`src/rtl/motoro3_step_sequencer.sv`:
```
// Six-step commutation sequencer for the 3-phase drive.
// Holds the rotor at step 0 for a fixed alignment time. It then runs open
// loop, shortening the step period by a fixed amount once per electrical
// cycle until the target period is reached. Every output is registered.
module motoro3_step_sequencer #(
  parameter logic [24:0] ALIGN_PERIOD  = 25'd5_000_000,
  parameter logic [24:0] START_PERIOD  = 25'd500_000,
  parameter logic [24:0] TARGET_PERIOD = 25'd20_000,
  parameter logic [24:0] RAMP_DEC      = 25'd10_000
) (
  input  logic        clk,
  input  logic        nRst,
  input  logic        run,
  input  logic        dir,
  input  logic        fault,
  output logic        aE,
  output logic        bE,
  output logic        cE,
  output logic        aH,
  output logic        bH,
  output logic        cH,
  output logic [24:0] m3cnt,
  output logic        m3cntLast1,
  output logic [2:0]  step,
  output logic        faultLatched,
  output logic        cycleDone
);

  typedef enum logic [1:0] {
    IDLE  = 2'd0,
    ALIGN = 2'd1,
    RUN   = 2'd2
  } stateT;

  stateT       state;
  logic [24:0] period;
  logic [5:0]  phaseOut;      // {aE,bE,cE,aH,bH,cH}, registered
  logic [2:0]  stepNext;
  logic        cycleWrap;
  logic [24:0] periodRamped;

  // Step table: enables in the upper three bits, high-side selects below.
  function automatic logic [5:0] phaseDrive(input logic [2:0] s);
    logic [5:0] drv;
    case (s)
      3'd0:    drv = {3'b110, 3'b100};
      3'd1:    drv = {3'b101, 3'b100};
      3'd2:    drv = {3'b011, 3'b010};
      3'd3:    drv = {3'b110, 3'b010};
      3'd4:    drv = {3'b101, 3'b001};
      3'd5:    drv = {3'b011, 3'b001};
      default: drv = 6'b000_000;
    endcase
    return drv;
  endfunction

  // Period after one ramp decrement. The subtraction is one bit wider so an
  // underflow shows up in the top bit, and the result clamps at the target.
  function automatic logic [24:0] rampPeriod(input logic [24:0] p);
    logic [25:0] diff;
    logic [24:0] res;
    diff = {1'b0, p} - {1'b0, RAMP_DEC};
    if (diff[25] || (diff[24:0] < TARGET_PERIOD)) begin
      res = TARGET_PERIOD;
    end else begin
      res = diff[24:0];
    end
    return res;
  endfunction

  assign {aE, bE, cE, aH, bH, cH} = phaseOut;

  // Next step and electrical-cycle wrap, evaluated against the sampled dir.
  always_comb begin
    stepNext     = 3'd0;
    cycleWrap    = 1'b0;
    periodRamped = rampPeriod(period);
    if (dir) begin
      if (step == 3'd0) begin
        stepNext  = 3'd5;
        cycleWrap = 1'b1;
      end else begin
        stepNext  = step - 3'd1;
        cycleWrap = 1'b0;
      end
    end else begin
      if (step >= 3'd5) begin
        stepNext  = 3'd0;
        cycleWrap = 1'b1;
      end else begin
        stepNext  = step + 3'd1;
        cycleWrap = 1'b0;
      end
    end
  end

  // Sequencer state machine. Outputs are registered.
  // Event priority is fault, then run low, then the step boundary.
  always_ff @(posedge clk or negedge nRst) begin
    if (!nRst) begin
      state        <= IDLE;
      period       <= START_PERIOD;
      phaseOut     <= 6'd0;
      m3cnt        <= 25'd0;
      m3cntLast1   <= 1'b0;
      step         <= 3'd0;
      faultLatched <= 1'b0;
      cycleDone    <= 1'b0;
    end else begin
      cycleDone <= 1'b0;
      if (fault) begin
        state        <= IDLE;
        faultLatched <= 1'b1;
        phaseOut     <= 6'd0;
        m3cnt        <= 25'd0;
        m3cntLast1   <= 1'b0;
        step         <= 3'd0;
      end else begin
        case (state)
          IDLE: begin
            phaseOut   <= 6'd0;
            m3cnt      <= 25'd0;
            m3cntLast1 <= 1'b0;
            step       <= 3'd0;
            if (faultLatched) begin
              if (!run) begin
                faultLatched <= 1'b0;
              end
            end else if (run) begin
              state      <= ALIGN;
              period     <= START_PERIOD;
              m3cnt      <= ALIGN_PERIOD - 25'd1;
              m3cntLast1 <= (ALIGN_PERIOD == 25'd1);
              phaseOut   <= phaseDrive(3'd0);
            end
          end
          ALIGN: begin
            if (!run) begin
              state      <= IDLE;
              phaseOut   <= 6'd0;
              m3cnt      <= 25'd0;
              m3cntLast1 <= 1'b0;
              step       <= 3'd0;
            end else if (m3cnt == 25'd0) begin
              state      <= RUN;
              step       <= 3'd0;
              phaseOut   <= phaseDrive(3'd0);
              m3cnt      <= period - 25'd1;
              m3cntLast1 <= (period == 25'd1);
            end else begin
              m3cnt      <= m3cnt - 25'd1;
              m3cntLast1 <= (m3cnt == 25'd1);
            end
          end
          RUN: begin
            if (!run) begin
              state      <= IDLE;
              phaseOut   <= 6'd0;
              m3cnt      <= 25'd0;
              m3cntLast1 <= 1'b0;
              step       <= 3'd0;
            end else if (m3cnt == 25'd0) begin
              step     <= stepNext;
              phaseOut <= phaseDrive(stepNext);
              if (cycleWrap) begin
                // The ramped period governs the step that starts on this wrap.
                cycleDone  <= 1'b1;
                period     <= periodRamped;
                m3cnt      <= periodRamped - 25'd1;
                m3cntLast1 <= (periodRamped == 25'd1);
              end else begin
                m3cnt      <= period - 25'd1;
                m3cntLast1 <= (period == 25'd1);
              end
            end else begin
              m3cnt      <= m3cnt - 25'd1;
              m3cntLast1 <= (m3cnt == 25'd1);
            end
          end
          default: begin
            state      <= IDLE;
            phaseOut   <= 6'd0;
            m3cnt      <= 25'd0;
            m3cntLast1 <= 1'b0;
            step       <= 3'd0;
          end
        endcase
      end
    end
  end

endmodule

```
`config.mk`:
```
export PLATFORM = sky130hd
export DESIGN_NAME = motoro3_step_sequencer
export DESIGN_NICKNAME = d
export VERILOG_FILES = /design/src/rtl/motoro3_step_sequencer.sv
export SDC_FILE = /design/constraint.sdc
export NUM_CORES = 1
export LEC_CHECK = 0
export ABC_AREA = 0
export BUFFER_PORTS_ARGS = -buffer_cell sky130_fd_sc_hd__buf_2
export CORE_MARGIN = 5
export CORE_UTILIZATION = 40
export DETAILED_ROUTE_END_ITERATION = 8
export GPL_ROUTABILITY_DRIVEN = 1
export SETUP_SLACK_MARGIN = 0.3
export SLEW_MARGIN = 25
export SYNTH_ARGS = -nofsm -noshare
export SYNTH_HDL_FRONTEND = slang
export SYNTH_SLANG_ARGS = --single-unit
```
`constraint.sdc`:
```
create_clock -name clk -period 7.2 [get_ports clk]
set_input_delay 0.36 -clock clk [delete_from_list [all_inputs] [get_ports clk]]
set_output_delay 0.36 -clock clk [all_outputs]
set_load 0.005 [all_outputs]
```
After elaboration in Yosys (flattened, before gate mapping):

Index checks and enable logic that the tools add are counted.

* bits in registers: 64
* bits of input ports: 5
* output and inout port bits: 37
* logic and storage cells: 107

* $add $sub $neg: 6
* order comparisons: 2
* eq/ne operators: 20
* mux-type cells: 60
* bitwise gates (word level): 1
* reduce and logical (&&, ||, !) cells: 10

Operators by type and width (count)
* $mux W25: 12
* $eq A25 B1 Y1 const B: 3
* $pmux W25 S3: 1
* $sub A25 B1 Y25 const B: 3
* $pmux W25 S2: 1
* $mux W23: 2
* $mux W6: 7
* $pmux W6 S6: 1
* $sub A25 B14 Y26 const B: 1
* $logic_not A25 Y1: 1
* $lt A25 B15 Y1 const B: 1
* $mux W3: 8
* $mux W1: 18
* $pmux W6 S3: 1
* $mux W2: 6
* $ne A2 B2 Y1 const B: 5
* $ne A3 B3 Y1 const B: 3
* $ne A4 B4 Y1 const B: 2
* $reduce_and A7 Y1: 1
* $eq A3 B2 Y1 const B: 2
* $eq A3 B3 Y1 const B: 2
* $logic_not A3 Y1: 2
* $pmux W2 S3: 1
* $pmux W3 S2: 1
* 13 further kinds: 14

Longest topological paths before layout:

Gate-level depths: netlist of the first run.

* word-level depth: 10
* depth in mapped cells: 23
* gate-level depth less buffers: 17

Least setup slack after synthesis of the first run:

No wires, ideal clock.

* path type: register to register
* from: register period[4]
* to: register m3cnt[20]
* setup time: 141 ps
* arrival time: 4472 ps
* data required time: 7059 ps
* slack: 2587 ps
* stages on the path, launching flop included: 23
* buffers on the path: 5
* clock period less this slack: 4613 ps
* cell sequence: dfrtp_1 > clkbuf_1 > inv_1 > ha_1 > buf_4 > nor3b_1 > buf_2 > o211ai_1 > a21oi_1 > nor2_1 > o21ai_1 > a21oi_2 > buf_4 > nand2_1 > ha_1 > clkbuf_1 > nand4b_1 > a21oi_1 > o221a_2 > o311a_1 > xnor2_1 > a221oi_1 > a211oi_1

* longest elaborated chain between the ends: 10
* elaborated cells on any way between the ends: 13
* those cells by class: add/sub (3); order compare (1); mux (8); reduce/logical (1)

Ends and longest elaborated chain
* from (decl): RTL line 36 `logic [24:0] period;`
* from (signal assigned): RTL line 168 `period <= periodRamped;`
* $sub A25 B14 Y26: RTL line 62 `diff = {1'b0, p} - {1'b0, RAMP_DEC};`
* $lt A25 B15 Y1: RTL line 63 `if (diff[25] || (diff[24:0] < TARGET_PERIOD)) begin`
* $logic_or A1 B1 Y1: RTL line 63
* $mux W25: RTL line 63
* $sub A25 B1 Y25: RTL line 169 `m3cnt <= periodRamped - 25'd1;`
* $mux W25: RTL line 165 `if (cycleWrap) begin`
* $mux W25: RTL line 162 `end else if (m3cnt == 25'd0) begin`
* $mux W25: RTL line 156 `if (!run) begin`
* $pmux W25 S3 (*): RTL line 119 `case (state)`
* $mux W25 (*): RTL line 111 `if (fault) begin`
* to (signal assigned): RTL line 132 `m3cnt <= ALIGN_PERIOD - 25'd1;`
* to (signal assigned): RTL line 169
* to (signal assigned): RTL line 172 `m3cnt <= period - 25'd1;`
* to (decl): RTL line 22 `output logic [24:0] m3cnt,`

Mark *: on every way between the ends. The rest lies on a longest branch, timed or not.
A chain may end at the register's enable or synchronous reset.

Worst setup path after layout of the first run:

Ends and elaborated chain as after synthesis.

==> results of run 1 <==
-- cell families (layout without fill, tap and decap cells) --
group | after synthesis | in the layout | synth area share
AND/OR/NAND/NOR | 275 | 275 | 0.245
buffers and inverters | 80 | 87 | 0.0627
XOR/XNOR | 70 | 70 | 0.103
flip-flops | 64 | 64 | 0.272
adder cells (fa/ha/maj) | 15 | 15 | 0.0316
multiplexers | 3 | 3 | 0.00570
AO/OA/AOI/OAI | 244 | 244 | 0.281
-- state kept, by name, summed over array words and instances (netlist names) --
register	cells
faultLatched	1
phaseOut	6
m3cnt	25
step	3
period	25
state	2
cycleDone	1
m3cntLast1	1
-- cell type report --
cell class,instances,area (µm²),area share
Inverter,18,67.6,0.0104
Clock inverter,5,78.8,0.0122
Clock buffer,11,243,0.0375
Multi-Input combinational cell,607,3950,0.610
Tap cell,184,230,0.0356
Sequential cell,64,1610,0.249
Timing Repair Buffer,53,295,0.0456
-- power by group --
part | switching (W) | internal, W | total, W
registers | 0.000176 | 0.000448 | 0.000624
logic | 0.00129 | 0.000702 | 0.00199
clock network | 0.000171 | 0.000313 | 0.000484
-- per-stage QoR --
step | power [W] | utilization | area (µm²) | std cells
6_report | 0.00310 | 0.445 | 6470 | 942
5_1_grt | 0.00334 | 0.445 | 6470 | 942
4_1_cts | 0.00309 | 0.445 | 6470 | 942
3_5_place_dp | 0.00258 | 0.423 | 6150 | 926
3_3_place_gp | 0.00258 | 0.423 | 6150 | 926
2_1_floorplan | 0.00206 | - | 5930 | 751
-- layout by cell type (no fill, tap or decap), types with 13 or more instances in the layout --
cell and n:
ha_1 15, buf_2 41, dfrtp_1 57, nor2_1 54, nand3_1 28, nor4_1 14, xor2_1 21, a21oi_1 54
a211oi_1 13, a31oi_1 14, inv_1 18, nor3_1 29, o21ai_1 13, o21ai_0 54, xnor2_1 49, nand2_1 66
-- how the worst max path moves through the flow --
stage | start | slack, ns | depth (start not counted) | to
3_5_place_dp | period[4] | 1.81 | 18 | m3cnt[20]
5_1_grt | period[4] | 1.25 | 18 | m3cnt[20]
3_3_place_gp | period[4] | 2.02 | 18 | m3cnt[20]
6_report | period[4] | 1.71 | 18 | m3cnt[20]
2_1_floorplan | period[4] | 2.59 | 22 | m3cnt[20]
4_1_cts | period[4] | 1.77 | 18 | m3cnt[20]
-- critical path, stage by stage, from the launching register on --
cell and delay, ns:
dfrtp_1 0.55, inv_1 0.22, ha_1 0.36, nor3b_1 0.49, buf_4 0.29, o21ai_0 0.15, a2111oi_4 0.37, o21ai_2 0.16
nor4_4 0.49, a21oi_2 0.33, nand2_1 0.17, ha_1 0.33, nand4b_1 0.25, a21oi_1 0.22, o221a_2 0.28, o311a_1 0.26
xnor2_1 0.08, a221oi_1 0.26, a211oi_1 0.07
-- metal layers --
metal	vias to the layer above	track usage	share of wire
met5	-	0	0
met4	0	0.102	0.039
met3	46	0.0359	0.062
met2	237	0.356	0.45
met1	2852	0.315	0.45
li1	2780	-	-
==> results.json, run 1 <==
{
  "status": "complete, no violations",
  "reg2reg_depth": 18,
  "final.min_clock_period_ns": 5.49,
  "grt_use_total": 0.229,
  "die_h_um": 132,
  "num_vias": 5915,
  "max_cap_violations": 0,
  "skew_ns": 0.00976,
  "row_count": 44,
  "synth.most_common_cell": "nand2_1",
  "tightest_slew_ns": 0.976,
  "synthToLayoutAreaGrowth_pct": 9.16,
  "numCtsBuffers": 9,
  "post_cts_buffers": 0,
  "cts_tree": "yes",
  "grt_max_degree": 65,
  "synthCells": 751,
  "timing.fmax_mhz": 182,
  "synth-seq-cells": 64,
  "max_slew_margin": 0.343,
  "first_global_vias": 5662,
  "dr.first_iter.drc_count": 609,
  "start_util": 0.408,
  "worstPathRequired_ns": 7.40,
  "ys.flop_type": "dfrtp_1",
  "r2r_end": "m3cnt[20]",
  "clockBufferDepth": 2,
  "drc": 0,
  "hold_viol_final": 0,
  "drt_wl_total_um": 19900,
  "die_area_um2": 17400,
  "io_pins": 42,
  "worstSetupStartpointType": "flip-flop",
  "worstPathMaxFanout": 16,
  "dp.final_hpwl_um": 14700,
  "critical_path.endpoint_type": "flip-flop",
  "r2r_setup_slack_ns": 1.71,
  "cts-htree-levels": 3,
  "clk_pin_slew_worst_paths_ns": 0.06,
  "min_period_over_period": 0.763,
  "peakVddDrop_mv": 0.320,
  "routed_via_density": 6.28,
  "synth_edf_count": 0,
  "finalWeightedCongestion": 0.961,
  "fin_hold_ws_ns": 0.193,
  "tns_ns": 0,
  "setup_viol_count_final": 0,
  "wire_per_inst_um": 21.1,
  "power_density_nw_per_um2": 479,
  "synth_largest_area_cell": "dfrtp_1",
  "synth_area_per_cell_um2": 7.90,
  "yosysWarnings": 0,
  "antenna_found_initial": 0,
  "drive_above_1_share": 0.145,
  "fill_cells": 1485,
  "synth_area_um2": 5930,
  "hold_buffers": 0,
  "nets": 773,
  "arrival_ns": 5.70,
  "synth_cell_type_count": 81,
  "cts.sinks": 64,
  "chipWidth_um": 132,
  "rr_startpoint": "period[4]",
  "dr.pass1.iters": 5,
  "post-place-ws_ns": 1.81,
  "grt_pass1_wl_um": 32400,
  "cts-root-buf": "clkbuf_16",
  "clk_latency_ns": 0.35,
  "synth_common_cells": "nand2_1 (66), dfrtp_1 (57), a21oi_1 (54), nor2_1 (54), o21ai_0 (54)",
  "coreArea_um2": 14500,
  "slew_violations": 0,
  "worstSetupPathType": "flip-flop to flip-flop",
  "p_leak_nw": 2.55,
  "setup_ws_ns": 1.71,
  "netlist.area_leader.share": 0.241,
  "numPortBuffers": 41,
  "seq_area_frac_synth": 0.272,
  "rsz0062_at_grt": "no",
  "async_flop_share": 1.00,
  "cts_resized": 0,
  "synth_nets": 771,
  "overflow": 0,
  "diodes": 0,
  "ys_top_cells_by_area": "dfrtp_1 (24%), xnor2_1 (7.2%), a21oi_1 (4.6%)",
  "hold_class": "input pin to asynchronous set/reset pin",
  "ant_nets": 0
}
Power figures use the tool's default switching activity.
==> run 2, diff against run 1 <==
--- a/config.mk
+++ b/config.mk
@@ -5,7 +5,7 @@
 export SDC_FILE = /design/constraint.sdc
 export NUM_CORES = 1
 export LEC_CHECK = 0
-export ABC_AREA = 0
+export ABC_AREA = 1
 export BUFFER_PORTS_ARGS = -buffer_cell sky130_fd_sc_hd__buf_2
 export CORE_MARGIN = 5
 export CORE_UTILIZATION = 40
==> constraint.sdc (replaced) <==
create_clock -name clk -period 5.7 [get_ports clk]
set_input_delay 0.285 -clock clk [delete_from_list [all_inputs] [get_ports clk]]
set_output_delay 0.285 -clock clk [all_outputs]
set_load 0.005 [all_outputs]
==> results.json, run 2 <==
{
  "antenna_found_initial": 0,
  "status": "complete, no violations",
  "nets": 987,
  "synth-seq-cells": 64,
  "r2r_end": "m3cnt[20]",
  "rr_startpoint": "period[4]",
  "power_density_nw_per_um2": 710,
  "worstSetupStartpointType": "flip-flop",
  "rsz0062_at_grt": "no",
  "switchingPower_w": 0.00268,
  "r2r_setup_slack_ns": 1.65,
  "wire_per_inst_um": 16.7,
  "row_count": 44,
  "pwr-share-seq": 0.159,
  "finish.utilization": 0.458,
  "synth.most_common_cell": "nand2_1",
  "routed_via_density": 5.31,
  "cts_resized": 0,
  "setup_viol_count_final": 0,
  "drive_above_1_share": 0.134,
  "dp.final_hpwl_um": 15100,
  "finalWeightedCongestion": 0.924,
  "die_area_um2": 17300,
  "final.min_clock_period_ns": 4.05,
  "drt_wl_total_um": 19300,
  "synth_cell_type_count": 44,
  "seq_area_frac_synth": 0.273,
  "max_stage_delay_ns": 0.48,
  "swShare": 0.568,
  "peakVddDrop_mv": 0.343,
  "overflow": 0,
  "cts_tree": "yes",
  "top_regs": "m3cnt (25), period (25), phaseOut (6)",
  "post_cts_buffers": 0,
  "p_comb_frac": 0.702,
  "slew_violations": 0,
  "arrival_ns": 4.33,
  "synth_nets": 949,
  "p_leak_nw": 3.41,
  "synth_largest_area_cell": "dfrtp_1",
  "cts.sinks": 64,
  "yosysWarnings": 0,
  "num_vias": 6141,
  "dr.first_iter.drc_count": 613,
  "skew_ns": 0.00713,
  "chipWidth_um": 131,
  "cts-root-buf": "clkbuf_16",
  "synthToLayoutAreaGrowth_pct": 12.4,
  "intPower_w": 0.00203,
  "drc": 0,
  "hold_class": "input pin to asynchronous set/reset pin",
  "tns_ns": 0,
  "grt_max_degree": 65,
  "coreArea_um2": 14500,
  "crit_chain": "inv_2, ha_1, nand3_1, nand3_2, nand2_1, nand2_1, nand2_1, nor2_1, nand2_1, nor2_1, nand4_1, nand2_4, nor2_1, inv_1, ha_1, nand2_2, nor2_2, nand3_2, clkinv_1, nand3_1, nand3_1, nand3_1, a21oi_1",
  "synth_area_per_cell_um2": 6.35,
  "dr.pass1.iters": 5,
  "worstPathMaxFanout": 11,
  "max_cap_violations": 0,
  "hold_viol_final": 0,
  "critical_path.endpoint_type": "flip-flop",
  "clockBufferDepth": 2,
  "min_period_over_period": 0.710,
  "diodes": 0,
  "worstPathRequired_ns": 5.98,
  "ant_nets": 0,
  "crit_start": "period[4]",
  "synthCells": 929,
  "clk_pin_slew_worst_paths_ns": 0.06,
  "cp_slowest_cell": "nand4_1",
  "grt_use_total": 0.224,
  "die_h_um": 131,
  "numCtsBuffers": 9,
  "ys.flop_type": "dfrtp_1",
  "numPortBuffers": 41,
  "cts-htree-levels": 3,
  "final_cell_mix": "nand2_1 (254), nor2_1 (119), inv_1 (111)",
  "start_util": 0.408,
  "clock_power_share": 0.140,
  "io_pins": 42,
  "synth_area_um2": 5900,
  "worstSetupPathType": "flip-flop to flip-flop",
  "first_global_vias": 6106,
  "clk_latency_ns": 0.35,
  "layout_commonest_cell": "nand2_1",
  "timing.fmax_mhz": 247,
  "async_flop_share": 1.00,
  "tightest_slew_ns": 0.871,
  "synth_edf_count": 0,
  "ys_top_cells_by_area": "dfrtp_1 (24%), nand2_1 (16%), nor2_1 (7.6%)",
  "hold_buffers": 0,
  "max_slew_margin": 0.415,
  "netlist.area_leader.share": 0.242,
  "reg2reg_depth": 23,
  "synth_common_cells": "nand2_1 (254), nor2_1 (120), inv_1 (111)",
  "grt_pass1_wl_um": 31500
}
## run 2: changes by cell type in the layout (fill, tap and decap cells not counted), sizes merged, moves of 13 or more
cell	change
nand2	+196
inv	+103
nor2	+79
nand3	+51
xnor2	-41
o22ai	+16
nor3	-15
xor2	+14
a21oi	-13
## run 2: worst max path at each step
stage	endpoint	cells past startpoint
5_1_grt	m3cnt[20]	23
3_3_place_gp	m3cnt[20]	22
4_1_cts	m3cnt[20]	24
2_1_floorplan	m3cnt[22]	25
3_5_place_dp	m3cnt[20]	24
6_report	m3cnt[20]	23
## run 2: per-stage QoR
step | area (µm²) | worst slack (ns) | power [W] | hold slack (ns) | std cells
floorplan | 5900 | 2.60 | 0.00316 | -0.0106 | 929
global placement | 6280 | 1.75 | 0.00399 | 0.469 | 1140
detailed placement | 6280 | 1.76 | 0.00400 | 0.475 | 1140
CTS | 6630 | 1.73 | 0.00468 | 0.165 | 1156
global route | 6630 | 1.21 | 0.00519 | 0.212 | 1156
finish | 6630 | 1.65 | 0.00471 | 0.133 | 1156
## run 2: final cells by class
class / instances / area (µm²)
clock buffers: 9 / 225
fillers: 1576 / 7850
well taps: 184 / 230
clock inverters: 7 / 120
inverters: 127 / 477
multi-input cells: 719 / 3730
repair buffers: 46 / 243
flip-flops and latches: 64 / 1610
## run 2: cell families (layout without fill, tap and decap cells)
kind of cell,after synthesis,count (layout),synth area share
buffers and inverters,146,189,0.0960
xor gates and xnor gates,43,43,0.0638
and+or+nand+nor,520,520,0.394
DFF,64,64,0.273
AOI/OAI and AO/OA,141,141,0.142
adders and majority gates,15,15,0.0318
## run 2: worst max-delay path, delay by kind of cell (launching register included)
family,cells,cell delay [ns]
simple gates,17,2.68
flops,1,0.43
fa+ha+maj,2,0.37
buf+inv,3,0.32
compound gates,1,0.14
## run 2: layer usage
layer  GRT usage  wire [µm]
met1       0.295       8680
met3      0.0378        890
met2       0.360       8970
met4       0.105        732
met5           0          0
## run 2: power groups by stage
| stage | Sequential (W) | Combinational (W) | Clock [W] |
|---|---|---|---|
| 2_1_floorplan | 0.000728 | 0.00243 | 0 |
| 3_3_place_gp | 0.000755 | 0.00324 | 0 |
| 3_5_place_dp | 0.000754 | 0.00324 | 0 |
| 4_1_cts | 0.000748 | 0.00327 | 0.000668 |
| 5_1_grt | 0.000771 | 0.00373 | 0.000691 |
| 6_report | 0.000747 | 0.00330 | 0.000658 |
==> run 3, diff against run 2 <==
--- a/config.mk
+++ b/config.mk
@@ -5,7 +5,7 @@
 export SDC_FILE = /design/constraint.sdc
 export NUM_CORES = 1
 export LEC_CHECK = 0
-export ABC_AREA = 1
+export ABC_AREA = 0
 export BUFFER_PORTS_ARGS = -buffer_cell sky130_fd_sc_hd__buf_2
 export CORE_MARGIN = 5
 export CORE_UTILIZATION = 40
==> constraint.sdc (replaced) <==
create_clock -name clk -period 4.2 [get_ports clk]
set_input_delay 0.21 -clock clk [delete_from_list [all_inputs] [get_ports clk]]
set_output_delay 0.21 -clock clk [all_outputs]
set_load 0.005 [all_outputs]
==> results.json, run 3 (synthesized netlist as in run 1, its figures left out) <==
{
  "overflow": 0,
  "min_period_over_period": 0.913,
  "status": "complete, no violations",
  "hold_buffers": 0,
  "worstPathRequired_ns": 4.42,
  "tns_ns": 0,
  "skew_ns": 0.00617,
  "die_area_um2": 17400,
  "num_vias": 6263,
  "ant_nets": 0,
  "slew_violations": 0,
  "drc": 0,
  "chipWidth_um": 132,
  "worstPathMaxFanout": 8,
  "synthToLayoutAreaGrowth_pct": 17.7,
  "cp_slowest_cell": "dfstp_2",
  "grt_use_total": 0.232,
  "numCtsBuffers": 9,
  "grt_pass1_wl_um": 32900,
  "worstSetupStartpointType": "flip-flop",
  "clockBufferDepth": 2,
  "crit_chain": "inv_2, ha_4, or3b_4, nand4_1, a2111oi_4, o21ai_4, nor4_4, a21oi_2, nand2_1, ha_2, nand4b_1, a21oi_2, o221a_4, o311a_4, xnor2_2, a221oi_2, a211oi_1",
  "rr_startpoint": "period[5]",
  "tightest_slew_ns": 0.879,
  "hold_viol_final": 0,
  "setup_viol_count_final": 0,
  "finalWeightedCongestion": 0.996,
  "wire_per_inst_um": 20.8,
  "final.min_clock_period_ns": 3.84,
  "first_global_vias": 5945,
  "max_stage_delay_ns": 0.63,
  "power_density_nw_per_um2": 814,
  "critPathMostFrequentCell": "a21oi_2",
  "max_slew_margin": 0.414,
  "diodes": 0,
  "path_depth": 17,
  "io_pins": 42,
  "clk_latency_ns": 0.35,
  "dp.final_hpwl_um": 15100,
  "r2r_setup_slack_ns": 0.36,
  "coreArea_um2": 14500,
  "arrival_ns": 4.06,
  "critical-path-top-delay-family": "compound AO/OA/AOI/OAI gates",
  "cts-htree-levels": 3,
  "p_leak_nw": 2.80,
  "numPortBuffers": 41,
  "worstSetupPathType": "flip-flop to flip-flop",
  "routed_via_density": 6.34,
  "grt_max_degree": 65,
  "r2r_end": "m3cnt[20]",
  "drt_wl_total_um": 20600,
  "dr.pass1.iters": 6,
  "timing.fmax_mhz": 261,
  "die_h_um": 132,
  "peakVddDrop_mv": 0.552,
  "top_regs": "m3cnt (25), period (25), phaseOut (6)",
  "clk_pin_slew_worst_paths_ns": 0.06,
  "critical_path.endpoint_type": "flip-flop",
  "total_power_w": 0.00568,
  "dr.first_iter.drc_count": 883,
  "rsz0062_at_grt": "yes",
  "cts.sinks": 64,
  "reg2reg_depth": 17,
  "cts_tree": "yes",
  "crit_buf_inv": 1,
  "drive_above_1_share": 0.228,
  "cts-root-buf": "clkbuf_16",
  "max_cap_violations": 0,
  "final_cell_mix": "nand2_1 (65), buf_4 (58), dfrtp_1 (56)",
  "antenna_found_initial": 0,
  "nets": 819,
  "layout_commonest_cell": "nand2_1",
  "hold_class": "input pin to asynchronous set/reset pin",
  "start_util": 0.408,
  "row_count": 44
}
## run 3: cell types whose count changed in the layout (fill, tap and decap cells not counted), moves of 10 or more
| cell | previous run | this run |
|---|---|---|
| a211oi_1 | 1 | 11 |
| a31oi_1 | 2 | 14 |
| buf_4 | 5 | 58 |
| inv_1 | 111 | 16 |
| inv_2 | 11 | 1 |
| nand2_1 | 254 | 65 |
| nand3_1 | 72 | 27 |
| nor2_1 | 119 | 54 |
| nor3_1 | 11 | 29 |
| o211ai_1 | 0 | 11 |
| o22ai_2 | 10 | 0 |
| or3_1 | 0 | 10 |
| xnor2_1 | 8 | 48 |
| xor2_1 | 35 | 21 |
## run 3: report_power, final
group / internal (W) / switching, W
clock network: 0.000477 / 0.000303
registers: 0.000770 / 0.000185
logic: 0.00150 / 0.00245
total: 0.00274 / 0.00294
## run 3: worst max-delay path by stage
stage,startpoint,endpoint,slack [ns]
after floorplan,period[4],m3cnt[20],0.07
after global placement,period[4],m3cnt[20],0.26
after detailed placement,period[4],m3cnt[20],0.1
after CTS,period[23],m3cnt[20],0.30
after global routing,period[5],m3cnt[20],0.19
final,period[5],m3cnt[20],0.36
## run 3: per-layer routing
| layer | wire length, µm | vias up | GRT usage |
|---|---|---|---|
| met1 | 8670 | 3005 | 0.307 |
| met3 | 1700 | 57 | 0.0485 |
| met4 | 697 | 0 | 0.0943 |
| met2 | 9510 | 335 | 0.369 |
| met5 | 0 | - | 0 |
| li1 | - | 2866 | - |
## run 3: area by class of cell
type,instances,area [µm²]
fill,1406,7560
multi-input combinational,607,4120
sequential,64,1610
timing repair buffer,99,641
clock buffer,10,239
tap,184,230
inverter,18,70.1
clock inverter,6,67.6
## run 3: metrics by stage
stage	cells	instance area (µm²)	utilization	hold WS (ns)	worst slack, ns
after floorplan	751	6040	-	-0.0856	0.0748
after global placement	958	6460	0.445	0.448	0.265
after detailed placement	958	6460	0.445	0.456	0.0959
after CTS	979	6820	0.469	0.0966	0.304
after global routing	988	6980	0.480	0.140	0.188
final	988	6980	0.480	0.00664	0.365
## run 3: timing repair
action                                  4_1_cts  5_1_grt
buffers inserted                              5        9
hold endpoints to repair                      0        0
resized for setup                             3       16
cloned                                        0        0
pin swaps                                     1       15
endpoints found under the setup margin        4        8
